$ cat src/rtl/systolic_feed_ctrl_if.sv
// Bundle between the host/DMA write path and the systolic feed sequencer.
//  master : host side, drives start and the activation/weight write ports
//  slave  : sequencer side, drives status, array clear, west feed and weights
//  start/ready/busy/done   run handshake and status
//  act_wr_* / wgt_wr_*     buffer write ports, row-major address i*N+j
//  arr_clr                 accumulator clear pulse to the array
//  west_out                slice r feeds array row r
//  weight_out              slice k is array weight k
interface systolic_feed_ctrl_if #(
   parameter int unsigned DW = 32,
   parameter int unsigned N  = 3
);
   localparam int unsigned AW = (N * N > 1) ? $clog2(N * N) : 1;

   logic              start;
   logic              ready;
   logic              busy;
   logic              done;
   logic              act_wr_en;
   logic [AW-1:0]     act_wr_addr;
   logic [DW-1:0]     act_wr_data;
   logic              wgt_wr_en;
   logic [AW-1:0]     wgt_wr_addr;
   logic [DW-1:0]     wgt_wr_data;
   logic              arr_clr;
   logic [N*DW-1:0]   west_out;
   logic [N*N*DW-1:0] weight_out;

   modport master (
      output start, act_wr_en, act_wr_addr, act_wr_data, wgt_wr_en, wgt_wr_addr, wgt_wr_data,
      input  ready, busy, done, arr_clr, west_out, weight_out
   );

   modport slave (
      input  start, act_wr_en, act_wr_addr, act_wr_data, wgt_wr_en, wgt_wr_addr, wgt_wr_data,
      output ready, busy, done, arr_clr, west_out, weight_out
   );
endinterface

$ cat src/rtl/systolic_feed_ctrl.sv
// Sequencer for an NxN weight-stationary systolic array. Buffers an NxN activation matrix
// and NxN weights, then on start clears the array, streams activation columns into the
// west edge with row r delayed r cycles (zero-filled), waits DRAIN cycles and pulses done.
//  clk  : single rising-edge clock
//  rst  : synchronous reset, active-low
//  bus  : systolic_feed_ctrl_if slave (handshake, write ports, array-side outputs)
module systolic_feed_ctrl #(
   parameter int unsigned DW    = 32,
   parameter int unsigned N     = 3,
   parameter int unsigned DRAIN = 3
) (
   input logic                 clk,
   input logic                 rst,
   systolic_feed_ctrl_if.slave bus
);

   localparam int unsigned FCW = (2 * N - 1 > 1) ? $clog2(2 * N - 1) : 1;
   localparam int unsigned DCW = (DRAIN + 1 > 1) ? $clog2(DRAIN + 1) : 1;
   localparam logic [FCW-1:0] FeedLast  = FCW'(2 * N - 2);
   localparam logic [DCW-1:0] DrainLast = DCW'(DRAIN - 1);

   typedef enum logic [2:0] {StIdle, StClear, StFeed, StDrain, StDone} state_e;

   state_e            state_q;
   logic              ready_q;
   logic              busy_q;
   logic              done_q;
   logic              clr_q;
   logic [N*DW-1:0]   west_q;
   logic [N*DW-1:0]   west_d;
   logic [FCW-1:0]    fcnt_q;
   logic [DCW-1:0]    dcnt_q;
   logic [DW-1:0]     act_q [N*N];
   logic [DW-1:0]     wgt_q [N*N];
   logic [N*N*DW-1:0] weight_flat;
   int                t_sel;

   // Buffers: written only while ready, out-of-range addresses dropped.
   always_ff @(posedge clk) begin
      if (!rst) begin
         for (int i = 0; i < int'(N * N); i++) begin
            act_q[i] <= '0;
            wgt_q[i] <= '0;
         end
      end else if (ready_q) begin
         if (bus.act_wr_en && (32'(bus.act_wr_addr) < N * N)) begin
            act_q[bus.act_wr_addr] <= bus.act_wr_data;
         end
         if (bus.wgt_wr_en && (32'(bus.wgt_wr_addr) < N * N)) begin
            wgt_q[bus.wgt_wr_addr] <= bus.wgt_wr_data;
         end
      end
   end

   // Feed word for the FEED cycle about to start: t=0 when leaving CLEAR, else current+1.
   // Row r carries A[t-r][r] inside the skew window, zero outside it.
   always_comb begin
      west_d = '0;
      t_sel  = (state_q == StClear) ? 0 : int'(fcnt_q) + 1;
      for (int r = 0; r < int'(N); r++) begin
         if ((t_sel - r >= 0) && (t_sel - r < int'(N))) begin
            west_d[r*DW +: DW] = act_q[(t_sel - r) * int'(N) + r];
         end
      end
   end

   always_ff @(posedge clk) begin
      if (!rst) begin
         state_q <= StIdle;
         ready_q <= 1'b1;
         busy_q  <= 1'b0;
         done_q  <= 1'b0;
         clr_q   <= 1'b0;
         west_q  <= '0;
         fcnt_q  <= '0;
         dcnt_q  <= '0;
      end else begin
         done_q <= 1'b0;
         clr_q  <= 1'b0;
         west_q <= '0;
         unique case (state_q)
            StIdle, StDone: begin
               if (bus.start) begin
                  state_q <= StClear;
                  ready_q <= 1'b0;
                  busy_q  <= 1'b1;
                  clr_q   <= 1'b1;
               end else begin
                  state_q <= StIdle;
               end
            end
            StClear: begin
               state_q <= StFeed;
               fcnt_q  <= '0;
               west_q  <= west_d;
            end
            StFeed: begin
               if (fcnt_q == FeedLast) begin
                  if (DRAIN == 0) begin
                     state_q <= StDone;
                     ready_q <= 1'b1;
                     busy_q  <= 1'b0;
                     done_q  <= 1'b1;
                  end else begin
                     state_q <= StDrain;
                     dcnt_q  <= '0;
                  end
               end else begin
                  fcnt_q <= fcnt_q + 1'b1;
                  west_q <= west_d;
               end
            end
            StDrain: begin
               if (dcnt_q == DrainLast) begin
                  state_q <= StDone;
                  ready_q <= 1'b1;
                  busy_q  <= 1'b0;
                  done_q  <= 1'b1;
               end else begin
                  dcnt_q <= dcnt_q + 1'b1;
               end
            end
            default: begin
               state_q <= StIdle;
               ready_q <= 1'b1;
               busy_q  <= 1'b0;
            end
         endcase
      end
   end

   always_comb begin
      weight_flat = '0;
      for (int k = 0; k < int'(N * N); k++) begin
         weight_flat[k*DW +: DW] = wgt_q[k];
      end
   end

   assign bus.ready      = ready_q;
   assign bus.busy       = busy_q;
   assign bus.done       = done_q;
   assign bus.arr_clr    = clr_q;
   assign bus.west_out   = west_q;
   assign bus.weight_out = weight_flat;

endmodule

$ cat src/flat_wrapper.sv
// flat-port wrapper written by rule: the top's interface ports become plain ports
module systolic_feed_ctrl_flat 
#(
   parameter int unsigned DW    = 32,
   parameter int unsigned N     = 3,
   parameter int unsigned DRAIN = 3
)
  (clk, rst, bus_start, bus_act_wr_en, bus_act_wr_addr, bus_act_wr_data, bus_wgt_wr_en, bus_wgt_wr_addr, bus_wgt_wr_data, bus_ready, bus_busy, bus_done, bus_arr_clr, bus_west_out, bus_weight_out);
  systolic_feed_ctrl_if #(.DW(DW), .N(N)) bus_i ();
  input logic clk;
  input logic rst;
  input wire logic [$bits(bus_i.start)-1:0] bus_start;
  input wire logic [$bits(bus_i.act_wr_en)-1:0] bus_act_wr_en;
  input wire logic [$bits(bus_i.act_wr_addr)-1:0] bus_act_wr_addr;
  input wire logic [$bits(bus_i.act_wr_data)-1:0] bus_act_wr_data;
  input wire logic [$bits(bus_i.wgt_wr_en)-1:0] bus_wgt_wr_en;
  input wire logic [$bits(bus_i.wgt_wr_addr)-1:0] bus_wgt_wr_addr;
  input wire logic [$bits(bus_i.wgt_wr_data)-1:0] bus_wgt_wr_data;
  output wire logic [$bits(bus_i.ready)-1:0] bus_ready;
  output wire logic [$bits(bus_i.busy)-1:0] bus_busy;
  output wire logic [$bits(bus_i.done)-1:0] bus_done;
  output wire logic [$bits(bus_i.arr_clr)-1:0] bus_arr_clr;
  output wire logic [$bits(bus_i.west_out)-1:0] bus_west_out;
  output wire logic [$bits(bus_i.weight_out)-1:0] bus_weight_out;
  assign bus_i.start = bus_start;
  assign bus_i.act_wr_en = bus_act_wr_en;
  assign bus_i.act_wr_addr = bus_act_wr_addr;
  assign bus_i.act_wr_data = bus_act_wr_data;
  assign bus_i.wgt_wr_en = bus_wgt_wr_en;
  assign bus_i.wgt_wr_addr = bus_wgt_wr_addr;
  assign bus_i.wgt_wr_data = bus_wgt_wr_data;
  assign bus_ready = bus_i.ready;
  assign bus_busy = bus_i.busy;
  assign bus_done = bus_i.done;
  assign bus_arr_clr = bus_i.arr_clr;
  assign bus_west_out = bus_i.west_out;
  assign bus_weight_out = bus_i.weight_out;
  systolic_feed_ctrl #(.DW(DW), .N(N), .DRAIN(DRAIN)) u_core (.clk(clk), .rst(rst), .bus(bus_i));
endmodule
$ cat config.mk
export PLATFORM = sky130hd
export DESIGN_NAME = systolic_feed_ctrl_flat
export DESIGN_NICKNAME = d
export VERILOG_FILES = /design/src/rtl/systolic_feed_ctrl_if.sv /design/src/rtl/systolic_feed_ctrl.sv /design/src/flat_wrapper.sv
export SDC_FILE = /design/constraint.sdc
export NUM_CORES = 1
export LEC_CHECK = 0
export BUFFER_PORTS_ARGS = -buffer_cell sky130_fd_sc_hd__buf_2
export CELL_PAD_IN_SITES_DETAIL_PLACEMENT = 0
export CELL_PAD_IN_SITES_GLOBAL_PLACEMENT = 1
export CORE_MARGIN = 2
export CORE_UTILIZATION = 54
export CTS_BUF_LIST = sky130_fd_sc_hd__clkbuf_2 sky130_fd_sc_hd__clkbuf_4 sky130_fd_sc_hd__clkbuf_8
export CTS_CLUSTER_SIZE = 24
export DETAILED_ROUTE_END_ITERATION = 16
export PLACE_DENSITY_LB_ADDON = 0.1
export SLEW_MARGIN = 20
export SYNTH_ARGS = -nofsm -noshare
export SYNTH_HDL_FRONTEND = slang
export SYNTH_SLANG_ARGS = --single-unit
$ cat constraint.sdc
create_clock -name clk -period 15.45 [get_ports clk]
set_input_delay 0.7725 -clock clk [delete_from_list [all_inputs] [get_ports clk]]
set_output_delay 0.7725 -clock clk [all_outputs]
set_load 0.01 [all_outputs]
==> run summary <==
P_sw: 0.00218 W
Clk slew on worst S/H paths: 0.06 ns
Via count: 30000
Die Height: 283 um
Main combinational cell family by area after synthesis: simple AND/OR/NAND/NOR gates
Post-synth top flop: edfxtp_1
Setup violators final: 0
Avg Synthesized Cell Area: 12.9 sq um
Crit path capture type: flop
DRT iter0 DRCs: 3096
Setup TNS: 0 ns
Placer Congestion: 0.874
Hold crit path type: in2reg
Synth cell types: 50
CP Data Required Time: 16.11 ns
Antenna violations before repair: 9
Tmin final: 5.76 ns
Vias per std cell: 5.91
Clock root buffer master: clkbuf_8
Vias in the first global route: 30100
Seq cells post-synth: 908
CTS tree: built
DP Wirelength: 76400 um
Core area: 77200 sq um
Max-slew violations: 0
P_int: 0.00455 W
DIE AREA: 79900 sq um
Dominant cells by area after synthesis: edfxtp_1 (57%), and2_1 (7.9%), mux2i_1 (7.7%)
Pleak: 21.1 nW
CP Launch Type: flop
Combinational group share of total power: 24.1%
GR Util All Layers: 31.5%
Most common cell after layout, fill and taps aside: edfxtp_1
Crit path max fanout: 71
Setup Fix Bufs, Post-CTS: 0
Reg2reg path depth: 13
WS Path Type: reg2reg
Reg2Reg Setup Slack: 9.69 ns
Post-Syn Instances: 3254
Area growth syn-to-layout: 17.8%
Routed Antenna Nets: 0
Worst-case clock buffer depth: 3
Mapped cell area: 42000 sq um
Pwr per Cell Area: 136 nW/um^2
DP Worst Slack: 9.64 ns
# H-tree levels: 4
Fillers: 6026
Worst setup path endpoint: u_core.bus.west_out[43]
Non-Filler Instances: 5080
Clock insertion delay at the later pin of the skew report: 0.84 ns
Post-route setup slack: 9.69 ns
Ys async rst share: 0%
DRT Pass-1 Iters: 6
F_max: 174 MHz
Max VDD drop: 164 uV
Reg2reg start: u_core.state_q[0]
Synth top area share: 57.3%
Cell taking the most area after synthesis: edfxtp_1
Synth Area in Compound Gates: 4.92%
Global-route wire length before repair: 185000 um
RSZ-0062 raised after global routing: no
Ports: 465
Cell count after placement: 4791
Fin. Hold Viols: 0
Die width: 283 um
Worst Max-Slew Pin Slew: 1.31 ns
PostCTS Resize Cnt: 0
Max Cap Viol: 0
Synth warnings: 0
CP startpoint: u_core.state_q[0]
Initial Utilization: 54.3%
Grt total ovfl: 0
CTS Sinks: 908
Clock power share: 33.4%
Outcome: finished, final reports clean
Final period util: 37.3%
Commonest cells after routing, fill and taps aside: edfxtp_1 (800), nand2_1 (535), and2_1 (528)
XOR/XNOR Fraction of Synth Area: 0.268%
Sequential fraction of design power: 42.5%
CTS Buf Count: 155
DRC: 0
Post-CTS Hold Fix Bufs: 0
Layout cells sized above 1: 22.3%
Cell row count: 102
Relative slew slack: 12.8%
Setup Skew: 0.0398 ns
Simple-gate area share of the yosys netlist: 16.8%
IO Port Bufs: 464
Reg-to-reg endpoint: u_core.bus.west_out[43]
Drt total wl: 128000 um
Fin nets: 4014
Largest net degree at the start of global routing: 212
Share of the yosys chip area belonging to registers: 62.4%
Drt wl/cell: 25.2 um
Post-synthesis mux area share: 12.1%
Crit path DAT: 6.42 ns
Synth Area in Adders: 0.763%
Post-synth EDFFs: 800
Sw Ratio: 32.4%
==> state kept, by name (all words and copies together), names as in the netlist <==
signal,flops
u_core.bus.ready,1
u_core.dcnt_q,2
u_core.wgt_q,288
u_core.bus.done,1
u_core.fcnt_q,3
u_core.bus.busy,1
u_core.state_q,3
u_core.bus.arr_clr,1
u_core.act_q,512
u_core.bus.west_out,96
==> cell usage after synthesis (2+ instances only) <==
library cell and count:
buf_2 20, xnor2_1 6, or3b_2 2, edfxtp_1 800
o21ai_0 11, a221oi_1 3, a21boi_0 3, a21o_1 2
a21oi_1 6, nand3_1 105, a311oi_1 117, inv_1 11
mux4_2 81, nor2b_1 4, a31oi_1 33, nand2_1 535
o31ai_1 2, nand2b_1 15, nor2_1 25, a211oi_1 31
nor3_1 16, buf_4 9, mux2i_1 322, o21a_1 2
buf_6 18, nor3b_1 3, ha_1 24, or3_1 5
buf_1 13, and2_1 528, xor2_1 5, nor4_1 3
clkbuf_1 184, dfxtp_1 108, o22ai_1 62, and3_1 126
==> how the worst min path moves through the flow <==
| stage | endpoint | cells after the start | start |
|---|---|---|---|
| floorplan | u_core.bus.busy | 2 | u_core.bus.busy |
| global route | u_core.bus.busy | 3 | bus_start |
| finish | u_core.bus.busy | 3 | bus_start |
| global placement | u_core.bus.busy | 2 | u_core.bus.busy |
| detailed placement | u_core.bus.busy | 2 | u_core.bus.busy |
| CTS | u_core.bus.busy | 3 | bus_start |
==> cell families (layout without fill, tap and decap cells) <==
| logic type | after synthesis | in the layout |
|---|---|---|
| flops | 908 | 908 |
| buf+inv | 256 | 814 |
| mux | 404 | 404 |
| xor+xnor | 12 | 12 |
| compound gates | 276 | 276 |
| simple gates | 1372 | 1372 |
| fa+ha+maj | 25 | 25 |
| other cells | 1 | 229 |
==> routing by layer <==
layer	global-route usage [%]	up-vias	part of all wire (%)
met3	7.53	365	9.9
met4	14.6	10	4.4
li1	-	13100	-
met2	49.9	1620	47
met1	41.4	14900	39
met5	0	-	0.050
==> metrics by stage <==
step / area (sq um) / total power, W / hold slack (ns) / utilization [%]
after global placement: 46100 / 0.00445 / 0.479 / 59.7
after floorplan: 42800 / 0.00397 / 0.470 / -
final: 49400 / 0.00672 / 0.262 / 64.0
after CTS: 49300 / 0.00672 / 0.200 / 63.9
after detailed placement: 46100 / 0.00449 / 0.470 / 59.7
after global routing: 49400 / 0.00697 / 0.247 / 64.0
==> power groups by stage <==
| stage | clock (W) | sequential (W) | combinational [W] |
|---|---|---|---|
| finish | 0.00224 | 0.00286 | 0.00162 |
| global route | 0.00238 | 0.00287 | 0.00172 |
| CTS | 0.00227 | 0.00286 | 0.00159 |
| detailed placement | 0 | 0.00290 | 0.00159 |
| global placement | 0 | 0.00290 | 0.00155 |
| floorplan | 0 | 0.00292 | 0.00105 |
==> critical path: stages (launching register included) <==
cell     delay [ns]
dfxtp_1        0.47
or3b_1         0.55
nand2_8        0.52
ha_4           0.41
inv_6          0.56
ha_1           0.25
inv_1          0.06
fa_2           0.35
xor2_1         0.45
xnor2_2        0.16
buf_4          0.66
nand2_1        0.67
o22ai_1        0.31
nor3_1         0.08
==> area by class of cell <==
cell class                 count  area (sq um)  area share, %
antenna                        5          12.5         0.0253
inverter                      12          66.3          0.134
timing repair buffer         522          2890           5.84
sequential                   908         26200           53.0
clock inverter                58           483          0.977
clock buffer                 222          2740           5.54
multi-input combinational   2313         15700           31.9
tap                         1040          1300           2.63
Power figures use the tool's default switching activity.
